`config.mk`:
```
export PLATFORM = sky130hd
export DESIGN_NAME = microwave_timer_ctrl_flat
export DESIGN_NICKNAME = d
export VERILOG_FILES = /design/src/rtl/microwave_timer_ctrl_if.sv /design/src/rtl/microwave_timer_ctrl.sv /design/src/flat_wrapper.sv
export SDC_FILE = /design/constraint.sdc
export NUM_CORES = 1
export LEC_CHECK = 0
export CORE_MARGIN = 4
export CORE_UTILIZATION = 55
export DETAILED_ROUTE_END_ITERATION = 12
export GPL_TIMING_DRIVEN = 0
export MAX_ROUTING_LAYER = met4
export PLACE_DENSITY = 0.9
export SETUP_SLACK_MARGIN = 0.05
export SKIP_CTS_REPAIR_TIMING = 1
export SLEW_MARGIN = 20
export SYNTH_ARGS = -nofsm -noshare
export SYNTH_HDL_FRONTEND = slang
export SYNTH_SLANG_ARGS = --single-unit
```
`constraint.sdc`:
```
create_clock -name clock -period 5.1 [get_ports clock]
set_input_delay 1.02 -clock clock [delete_from_list [all_inputs] [get_ports clock]]
set_output_delay 1.02 -clock clock [all_outputs]
set_load 0.05 [all_outputs]
```
`src/rtl/microwave_timer_ctrl_if.sv`:
```
// microwave_timer_ctrl_if: front-end buttons, keypad and countdown-chain signals of the microwave timer controller.
interface microwave_timer_ctrl_if;
  logic       startn;
  logic       stopn;
  logic       door_closed;
  logic       key_valid;
  logic [3:0] key_code;
  logic       timer_zero;
  logic [3:0] data_min;
  logic [3:0] data_tens;
  logic [3:0] data_units;
  logic       timer_loadn;
  logic       timer_clrn;
  logic       timer_enable;
  logic       mag_on;
  logic       beep;
  logic [2:0] state;
  modport master (
    output startn, stopn, door_closed, key_valid, key_code, timer_zero,
    input  data_min, data_tens, data_units, timer_loadn, timer_clrn, timer_enable, mag_on, beep, state
  );
  modport slave (
    input  startn, stopn, door_closed, key_valid, key_code, timer_zero,
    output data_min, data_tens, data_units, timer_loadn, timer_clrn, timer_enable, mag_on, beep, state
  );
endinterface

```
`src/rtl/microwave_timer_ctrl.sv`:
```
// microwave_timer_ctrl: keypad entry, cook sequencing, one-second ticks and beeper for a BCD countdown chain.
// Define DOOR_INTERLOCK_EN to pause cooking and gate the magnetron whenever the door opens.
module microwave_timer_ctrl #(
  parameter int TICK_DIV   = 100,
  parameter int BEEP_TICKS = 3
) (
  input logic                 clock,
  input logic                 clrn,
  microwave_timer_ctrl_if.slave bus
);
  typedef enum logic [2:0] {IDLE, ENTRY, LOAD, COOKING, PAUSED, DONE} state_t;
  localparam int PW = $clog2(TICK_DIV);
  localparam int BW = $clog2(BEEP_TICKS + 1);
  state_t        cur, nxt;
  logic [PW-1:0] presc, presc_nxt;
  logic [BW-1:0] beep_cnt;
  logic start_q, stop_q, start_ev, stop_ev, key_ok, clr_buf, wrap, cook_first, buf_zero, door_trip, door_ok;
`ifdef DOOR_INTERLOCK_EN
  assign door_trip = ~bus.door_closed;
  assign door_ok   = bus.door_closed;
`else
  assign door_trip = 1'b0;
  assign door_ok   = 1'b1;
`endif
  assign bus.state = cur;
  assign start_ev  = start_q & ~bus.startn;
  assign stop_ev   = stop_q & ~bus.stopn;
  assign wrap      = presc == PW'(TICK_DIV - 1);
  assign buf_zero  = {bus.data_min, bus.data_tens, bus.data_units} == 12'd0;
  // A units digit above 5 cannot shift into the mod-6 tens position.
  assign key_ok    = (cur == IDLE || cur == ENTRY) && bus.key_valid && bus.key_code <= 4'd9 &&
                     bus.data_units <= 4'd5 && !stop_ev;
  always_comb begin
    nxt     = cur;
    clr_buf = 1'b0;
    case (cur)
      IDLE:    nxt = key_ok ? ENTRY : IDLE;
      ENTRY: begin
        clr_buf = stop_ev;
        nxt     = stop_ev ? IDLE : (!key_ok && start_ev && !buf_zero && bus.door_closed) ? LOAD : ENTRY;
      end
      LOAD:    nxt = COOKING;
      COOKING: nxt = (stop_ev || door_trip) ? PAUSED : (!cook_first && bus.timer_zero) ? DONE : COOKING;
      PAUSED: begin
        clr_buf = stop_ev;
        nxt     = stop_ev ? IDLE : (start_ev && bus.door_closed) ? COOKING : PAUSED;
      end
      DONE: begin
        clr_buf = stop_ev || (wrap && beep_cnt == BW'(BEEP_TICKS - 1));
        nxt     = clr_buf ? IDLE : DONE;
      end
      default: nxt = IDLE;
    endcase
  end
  // The prescaler advances on every COOKING cycle so a pause resumes mid-second; DONE restarts it for an exact beep length.
  assign presc_nxt = (cur == LOAD || (cur == COOKING && nxt == DONE)) ? '0 :
                     (cur == COOKING || cur == DONE) ? (wrap ? '0 : presc + 1'b1) : presc;
  always_ff @(posedge clock or negedge clrn) begin
    if (!clrn) begin
      cur              <= IDLE;
      presc            <= '0;
      beep_cnt         <= '0;
      start_q          <= 1'b1;
      stop_q           <= 1'b1;
      cook_first       <= 1'b0;
      bus.data_min     <= 4'd0;
      bus.data_tens    <= 4'd0;
      bus.data_units   <= 4'd0;
      bus.timer_loadn  <= 1'b1;
      bus.timer_clrn   <= 1'b0;
      bus.timer_enable <= 1'b0;
      bus.mag_on       <= 1'b0;
      bus.beep         <= 1'b0;
    end else begin
      cur              <= nxt;
      presc            <= presc_nxt;
      beep_cnt         <= cur != DONE ? '0 : wrap ? beep_cnt + 1'b1 : beep_cnt;
      start_q          <= bus.startn;
      stop_q           <= bus.stopn;
      cook_first       <= nxt == COOKING && cur != COOKING;
      bus.data_min     <= clr_buf ? 4'd0 : key_ok ? bus.data_tens : bus.data_min;
      bus.data_tens    <= clr_buf ? 4'd0 : key_ok ? bus.data_units : bus.data_tens;
      bus.data_units   <= clr_buf ? 4'd0 : key_ok ? bus.key_code : bus.data_units;
      bus.timer_loadn  <= nxt != LOAD;
      bus.timer_clrn   <= !(cur == PAUSED && stop_ev);
      bus.timer_enable <= nxt == COOKING && presc_nxt == PW'(TICK_DIV - 1);
      bus.mag_on       <= nxt == COOKING && door_ok;
      bus.beep         <= nxt == DONE;
    end
  end
endmodule
```
`src/flat_wrapper.sv`:
```
// flat-port wrapper written by rule: the top's interface ports become plain ports
module microwave_timer_ctrl_flat 
#(
  parameter int TICK_DIV   = 100,
  parameter int BEEP_TICKS = 3
)
  (clock, clrn, bus_startn, bus_stopn, bus_door_closed, bus_key_valid, bus_key_code, bus_timer_zero, bus_data_min, bus_data_tens, bus_data_units, bus_timer_loadn, bus_timer_clrn, bus_timer_enable, bus_mag_on, bus_beep, bus_state);
  microwave_timer_ctrl_if bus_i ();
  input logic clock;
  input logic clrn;
  input wire logic [$bits(bus_i.startn)-1:0] bus_startn;
  input wire logic [$bits(bus_i.stopn)-1:0] bus_stopn;
  input wire logic [$bits(bus_i.door_closed)-1:0] bus_door_closed;
  input wire logic [$bits(bus_i.key_valid)-1:0] bus_key_valid;
  input wire logic [$bits(bus_i.key_code)-1:0] bus_key_code;
  input wire logic [$bits(bus_i.timer_zero)-1:0] bus_timer_zero;
  output wire logic [$bits(bus_i.data_min)-1:0] bus_data_min;
  output wire logic [$bits(bus_i.data_tens)-1:0] bus_data_tens;
  output wire logic [$bits(bus_i.data_units)-1:0] bus_data_units;
  output wire logic [$bits(bus_i.timer_loadn)-1:0] bus_timer_loadn;
  output wire logic [$bits(bus_i.timer_clrn)-1:0] bus_timer_clrn;
  output wire logic [$bits(bus_i.timer_enable)-1:0] bus_timer_enable;
  output wire logic [$bits(bus_i.mag_on)-1:0] bus_mag_on;
  output wire logic [$bits(bus_i.beep)-1:0] bus_beep;
  output wire logic [$bits(bus_i.state)-1:0] bus_state;
  assign bus_i.startn = bus_startn;
  assign bus_i.stopn = bus_stopn;
  assign bus_i.door_closed = bus_door_closed;
  assign bus_i.key_valid = bus_key_valid;
  assign bus_i.key_code = bus_key_code;
  assign bus_i.timer_zero = bus_timer_zero;
  assign bus_data_min = bus_i.data_min;
  assign bus_data_tens = bus_i.data_tens;
  assign bus_data_units = bus_i.data_units;
  assign bus_timer_loadn = bus_i.timer_loadn;
  assign bus_timer_clrn = bus_i.timer_clrn;
  assign bus_timer_enable = bus_i.timer_enable;
  assign bus_mag_on = bus_i.mag_on;
  assign bus_beep = bus_i.beep;
  assign bus_state = bus_i.state;
  microwave_timer_ctrl #(.TICK_DIV(TICK_DIV), .BEEP_TICKS(BEEP_TICKS)) u_core (.clock(clock), .clrn(clrn), .bus(bus_i));
endmodule
```
* Yosys cells after proc, flatten, opt, wreduce, memory -nomap -nowiden
Index checks and enable logic that the tools add are counted.
** Storage, ports and cells
- Bits in read-only memories :: 0
- Memories kept :: 0
- Bits in writable memories :: 0
- Flip-flop bits (word level) :: 32
- Output and inout port bits :: 20
- Latch bits :: 0
** Operators by class
- Reductions and logical operators :: 28
- Add/subtract/negate cells :: 2
- Magnitude comparators :: 2
- Bitwise gates (word level) :: 4
- $mul :: 0
- Eq/ne operators :: 13
- Shifts and indexed selects :: 0
- Divide/modulo/power cells :: 0
- Muxes and demuxes :: 21
** Operator list (count)
- two-way mux 4 bit :: 6
- two-way mux 7 bit :: 3
- two-way mux 3 bit :: 6
- case mux 3 bit (6 select lines) :: 1
- equality test 7 bit, second input constant :: 2
- logical AND 1 bit :: 14
- zero test 12 bit :: 1
- equality test 3 x 2 -> 1 bit, second input constant :: 3
- equality test 3 bit, second input constant :: 3
- adder 7 x 1 -> 7 bit, second input constant :: 1
- two-way mux 2 bit :: 3
- inequality test 3 x 2 -> 1 bit, second input constant :: 2
- zero test 1 bit :: 5
- less-or-equal comparator 4 x 3 -> 1 bit, second input constant :: 1
- less-or-equal comparator 4 bit, second input constant :: 1
- logical OR 1 bit :: 4
- nonzero test 2 bit :: 2
- equality test 3 x 1 -> 1 bit, second input constant :: 1
- zero test 3 bit :: 1
- inequality test 3 bit, second input constant :: 1
- adder 2 x 1 -> 2 bit, second input constant :: 1
- bitwise AND 1 bit :: 2
- equality test 2 bit, second input constant :: 1
- NOT 1 bit :: 2
- other kinds (3) :: 3

* Logic depth before layout (Yosys ltp)
- Depth after elaboration :: 19
- Mapped depth :: 8
- Depth with buffers taken out :: 6

* Worst setup path before layout
OpenSTA, ideal clock, no wires.
- Path type :: input to register
- Start :: input port bus_stopn
- End :: register u_core.bus.timer_enable
- Slack :: 2.977 ns
- Library setup time :: 0.141 ns
- Stages on the path :: 6
- Required time :: 4.959 ns
- Arrival :: 1.983 ns
- Path through :: nor2b_1 buf_2 o21ai_0 o21a_1 nor2_1 nor4_2
** Between the ends
- Longest elaborated chain between the ends :: 17
** Ends and longest elaborated chain
- start: declaration :: line flat_wrapper.sv:12 : input wire logic [$bits(bus_i.stopn)-1:0] bus_stopn;
- NOT 1 bit (*) :: line microwave_timer_ctrl.sv:27 : assign stop_ev = stop_q & ~bus.stopn;
- bitwise AND 1 bit (*) :: line microwave_timer_ctrl.sv:27
- zero test 1 bit :: line microwave_timer_ctrl.sv:32 : bus.data_units <= 4'd5 && !stop_ev;
- logical AND 1 bit :: line microwave_timer_ctrl.sv:32
- zero test 1 bit :: line microwave_timer_ctrl.sv:40 : nxt = stop_ev ? IDLE : (!key_ok && start_ev && !buf_zero && bus.door_closed) ? LOAD : ENTRY;
- logical AND 1 bit (3 in series) :: line microwave_timer_ctrl.sv:40
- two-way mux 2 bit :: line microwave_timer_ctrl.sv:40
- two-way mux 3 bit :: line microwave_timer_ctrl.sv:40
- case mux 3 bit (6 select lines) (*) :: line microwave_timer_ctrl.sv:36 : case (cur)
- equality test 3 bit :: line microwave_timer_ctrl.sv:56 : assign presc_nxt = (cur == LOAD || (cur == COOKING && nxt == DONE)) ? '0 :
- logical AND 1 bit :: line microwave_timer_ctrl.sv:56
- logical OR 1 bit :: line microwave_timer_ctrl.sv:56
- two-way mux 7 bit :: line microwave_timer_ctrl.sv:56
- equality test 7 bit :: line microwave_timer_ctrl.sv:86 : bus.timer_enable <= nxt == COOKING && presc_nxt == PW'(TICK_DIV - 1);
- logical AND 1 bit (*) :: line microwave_timer_ctrl.sv:86
- end signal: assignment :: line microwave_timer_ctrl.sv:86
- end: declaration :: line microwave_timer_ctrl_if.sv:24 : output data_min, data_tens, data_units, timer_loadn, timer_clrn, timer_enable, mag_on, beep, state
Every way passes the cells marked *; elsewhere a longest branch is shown, timed or not.
A chain may end at the register's enable or synchronous reset.

* Worst setup path after layout
- Start :: register u_core.bus.timer_loadn
- End :: output port bus_timer_loadn
** RTL lines
- start: declaration :: line microwave_timer_ctrl_if.sv:24
- start signal: assignment :: line microwave_timer_ctrl.sv:69 : bus.timer_loadn <= 1'b1;
- start signal: assignment :: line microwave_timer_ctrl.sv:84 : bus.timer_loadn <= nxt != LOAD;
- end: declaration :: line flat_wrapper.sv:20 : output wire logic [$bits(bus_i.timer_loadn)-1:0] bus_timer_loadn;
No word-level cell between the ends.

==> impl_metrics.csv <==
group,metric,value,unit
global_route,grt_pass1_wl,6.18,mm
clocking,cts_tree,"built",
setup_path,crit_path_start_kind,"flop",
setup_path,crit_required,4.08,ns
setup_path,crit_start,"u_core.bus.timer_loadn$_DFF_PN1_",
detailed_routing,drtAntennaViolNets,0,
logic_synthesis,synth.area.mux_share,6.70,%
global_route,antenna_found_initial,0,
clocking,cts-root-buf,"clkbuf_4",
detailed_routing,drt-wirelength-per-cell,15.8,microns
logic_synthesis,synth-adder-area-share,1.52,%
timing,hold_violations,0,
setup_path,max_stage_delay,0.79,ns
logic_synthesis,synth_top_family_by_area,"simple AND/OR/NAND/NOR gates",
logic_synthesis,synth_edf_count,0,
timing,worst_slack,2.44,ns
setup_path,cp.arrival,1.64,ns
detailed_routing,drc_errors,0,
logic_synthesis,synth_simple_gate_area_share,25.0,%
setup_path,cp_num_buf_inv,1,
run,drv_cap,0,
floorplanning,coreArea,0.00281,sq mm
detailed_routing,viasPerCell,5.84,
floorplanning,fp.dieW,62.7,microns
final_layout,n_fill_cell,208,
detailed_routing,drtIter0Drc,50,
logic_synthesis,netlist_area,0.00164,sq mm
floorplanning,io_pins,31,
setup_path,reg2reg_from,"u_core.presc[0]$_DFF_PN0_",
place,hpwl,2.78,mm
clocking,htree_levels,2,
final_layout,nets,210,
hold_path,hold_path_class,"flop to flop",
logic_synthesis,synthXorXnorAreaFrac,3.27,%
final_layout,final_cell_area,0.00205,sq mm
floorplanning,design.die.area,0.00393,sq mm
timing,fin_worst_skew,0.00774,ns
place,place.gp.congestion,0.830,
final_layout,drive_gt1_share,13.6,%
clocking,path_clk_slew,0.10,ns
global_route,track_usage,20.5,%
setup_path,criticalPathCategory,"flop to primary output",
global_route,gr-total-overflow,0,
floorplanning,rows,19,
hold_path,hp-start,"u_core.beep_cnt[0]$_DFFE_PN0P_",
final_layout,area_growth,24.5,%
final_layout,insertedDiodeCount,0,
setup_path,path_cells,"clkdlybuf4s50_1",
floorplanning,die_h,62.7,microns
clocking,cts_sinks,32,
logic_synthesis,yosysUniqueCellTypes,47,
timing,timing.fmax,376,MHz
logic_synthesis,synth_area_per_cell,10.3,sq um
global_route,grt_pass1_vias,1347,
clocking,cts.path.max_buffers,2,
setup_path,path_max_fanout,1,
logic_synthesis,synth_seq_area_share,49.0,%
place,io_buffers,30,
logic_synthesis,synth_seq_cells,32,
logic_synthesis,synthesis.nets,173,
power,ir_drop,0.377,mV
global_route,grt_start_max_net_pins,33,
logic_synthesis,async_reset_ff_share,100,%
setup_path,crit_family,"buffers and inverters",
detailed_routing,vias,1338,
timing,period_needed,2.66,ns
power,p_leak,0.000956,uW
timing,maxSlewViolCount,0,
outcome,status,"finished clean",
timing,rsz0062_at_grt,"no",
clocking,clkLatencyLatePin,0.33,ns
logic_synthesis,yosys_warnings,0,
clocking,numCtsBuffers,5,
place,postPlaceCellArea,0.00198,sq mm
floorplanning,start_util,58.6,%
logic_synthesis,synthCells,160,
logic_synthesis,synth-compound-area-share,10.4,%
final_layout,final_cell_mix,"clkdlybuf4s50_1 (29), dfrtp_1 (29), nor2_1 (27), nand2_1 (11), mux2i_1 (11)",
timing,period_share,52.1,%
place,pre_cts_ws,2.23,ns
timing,worstMarginPinSlew,0.679,ns
timing,finalSetupTns,0,ns
power,power_density,518,mW/mm^2
logic_synthesis,synth_flop_cell,"dfrtp_1",
final_layout,final_util,72.9,%
detailed_routing,wl,3.61,mm
timing,slew_headroom,54.7,%
setup_path,endpoint_kind,"primary output",
timing,finalSetupViolCount,0,
detailed_routing,firstDrtPassIters,4,
setup_path,slowest_stage,"clkdlybuf4s50_1",
## cell type report
cell class / count / area [sq um] / share of cell area (%)
Tap cell: 31 / 38.8 / 1.90
Buffer: 8 / 61.3 / 3.00
Clock buffer: 8 / 68.8 / 3.36
Inverter: 2 / 7.51 / 0.367
Sequential cell: 32 / 805 / 39.3
Timing Repair Buffer: 30 / 295 / 14.4
Multi-Input combinational cell: 118 / 769 / 37.6
## registers in the layout (all words and copies together), names as in the netlist
signal                   cells
u_core.beep_cnt              2
u_core.bus.beep              1
u_core.bus.data_min          4
u_core.bus.data_tens         4
u_core.bus.data_units        4
u_core.bus.mag_on            1
u_core.bus.state             3
u_core.bus.timer_clrn        1
u_core.bus.timer_enable      1
u_core.bus.timer_loadn       1
u_core.cook_first            1
u_core.presc                 7
u_core.start_q               1
u_core.stop_q                1
## cells by family after synthesis
family,Yosys count
multiplexers,11
AND/OR/NAND/NOR,76
adder cells (fa/ha/maj),2
flip-flops,32
XOR/XNOR,4
AO/OA/AOI/OAI,25
buffers and inverters,10
## per-layer routing
metal  track usage (%)  wire [microns]  vias to the layer above
met4              7.99              91                        0
met5                 -               0                        -
met2              32.1            1760                       47
li1                  -               -                      637
met3              7.19             196                       12
met1              24.4            1570                      642
## path summary, 6_finish.rpt
kind / end / slack, ns / cells after the start
worst min register to register: u_core.beep_cnt[0]$_DFFE_PN0P_ / 0.53 / 2
worst max register to register: u_core.bus.state[2]$_DFF_PN0_ / 3.14 / 6
worst max-delay path: bus_timer_loadn / 2.44 / 1
min in group asynchronous: u_core.bus.beep$_DFF_PN0_ / 0.71 / 1
worst min-delay path: u_core.beep_cnt[0]$_DFFE_PN0P_ / 0.53 / 2
max in group asynchronous: u_core.bus.data_tens[0]$_DFFE_PN0P_ / 3.94 / 1
## report_power, final
part	switching, uW	internal (uW)	leakage [uW]	total (uW)
Clock	82.9	81.1	0.0000386	164
Sequential	59.2	311	0.000419	370
Combinational	332	193	0.000498	525
Total	474	585	0.000956	1060
## Yosys cell counts, types with 3 or more instances
library cell | count | area [sq um]
buf_2 | 3 | 15.0
a21oi_1 | 5 | 25.0
nor4_1 | 4 | 25.0
buf_6 | 3 | 33.8
nor3_1 | 3 | 15.0
nand4_1 | 3 | 18.8
nand2_1 | 11 | 41.3
dfstp_2 | 3 | 78.8
o21ai_0 | 3 | 15.0
nor2b_1 | 3 | 18.8
and2_1 | 3 | 18.8
dfrtp_1 | 29 | 726
nor2_1 | 27 | 101
a211oi_1 | 3 | 22.5
nand3_1 | 3 | 15.0
mux2i_1 | 11 | 110
nand3b_1 | 3 | 22.5
## through the flow
stage	instances	hold slack, ns	total power [uW]
3_5_place_dp	221	0.513	898
3_3_place_gp	221	0.502	877
5_1_grt	229	0.573	1120
4_1_cts	229	0.525	1060
2_1_floorplan	160	0.484	735
6_report	229	0.527	1060
(Power assumes the default switching activity.)
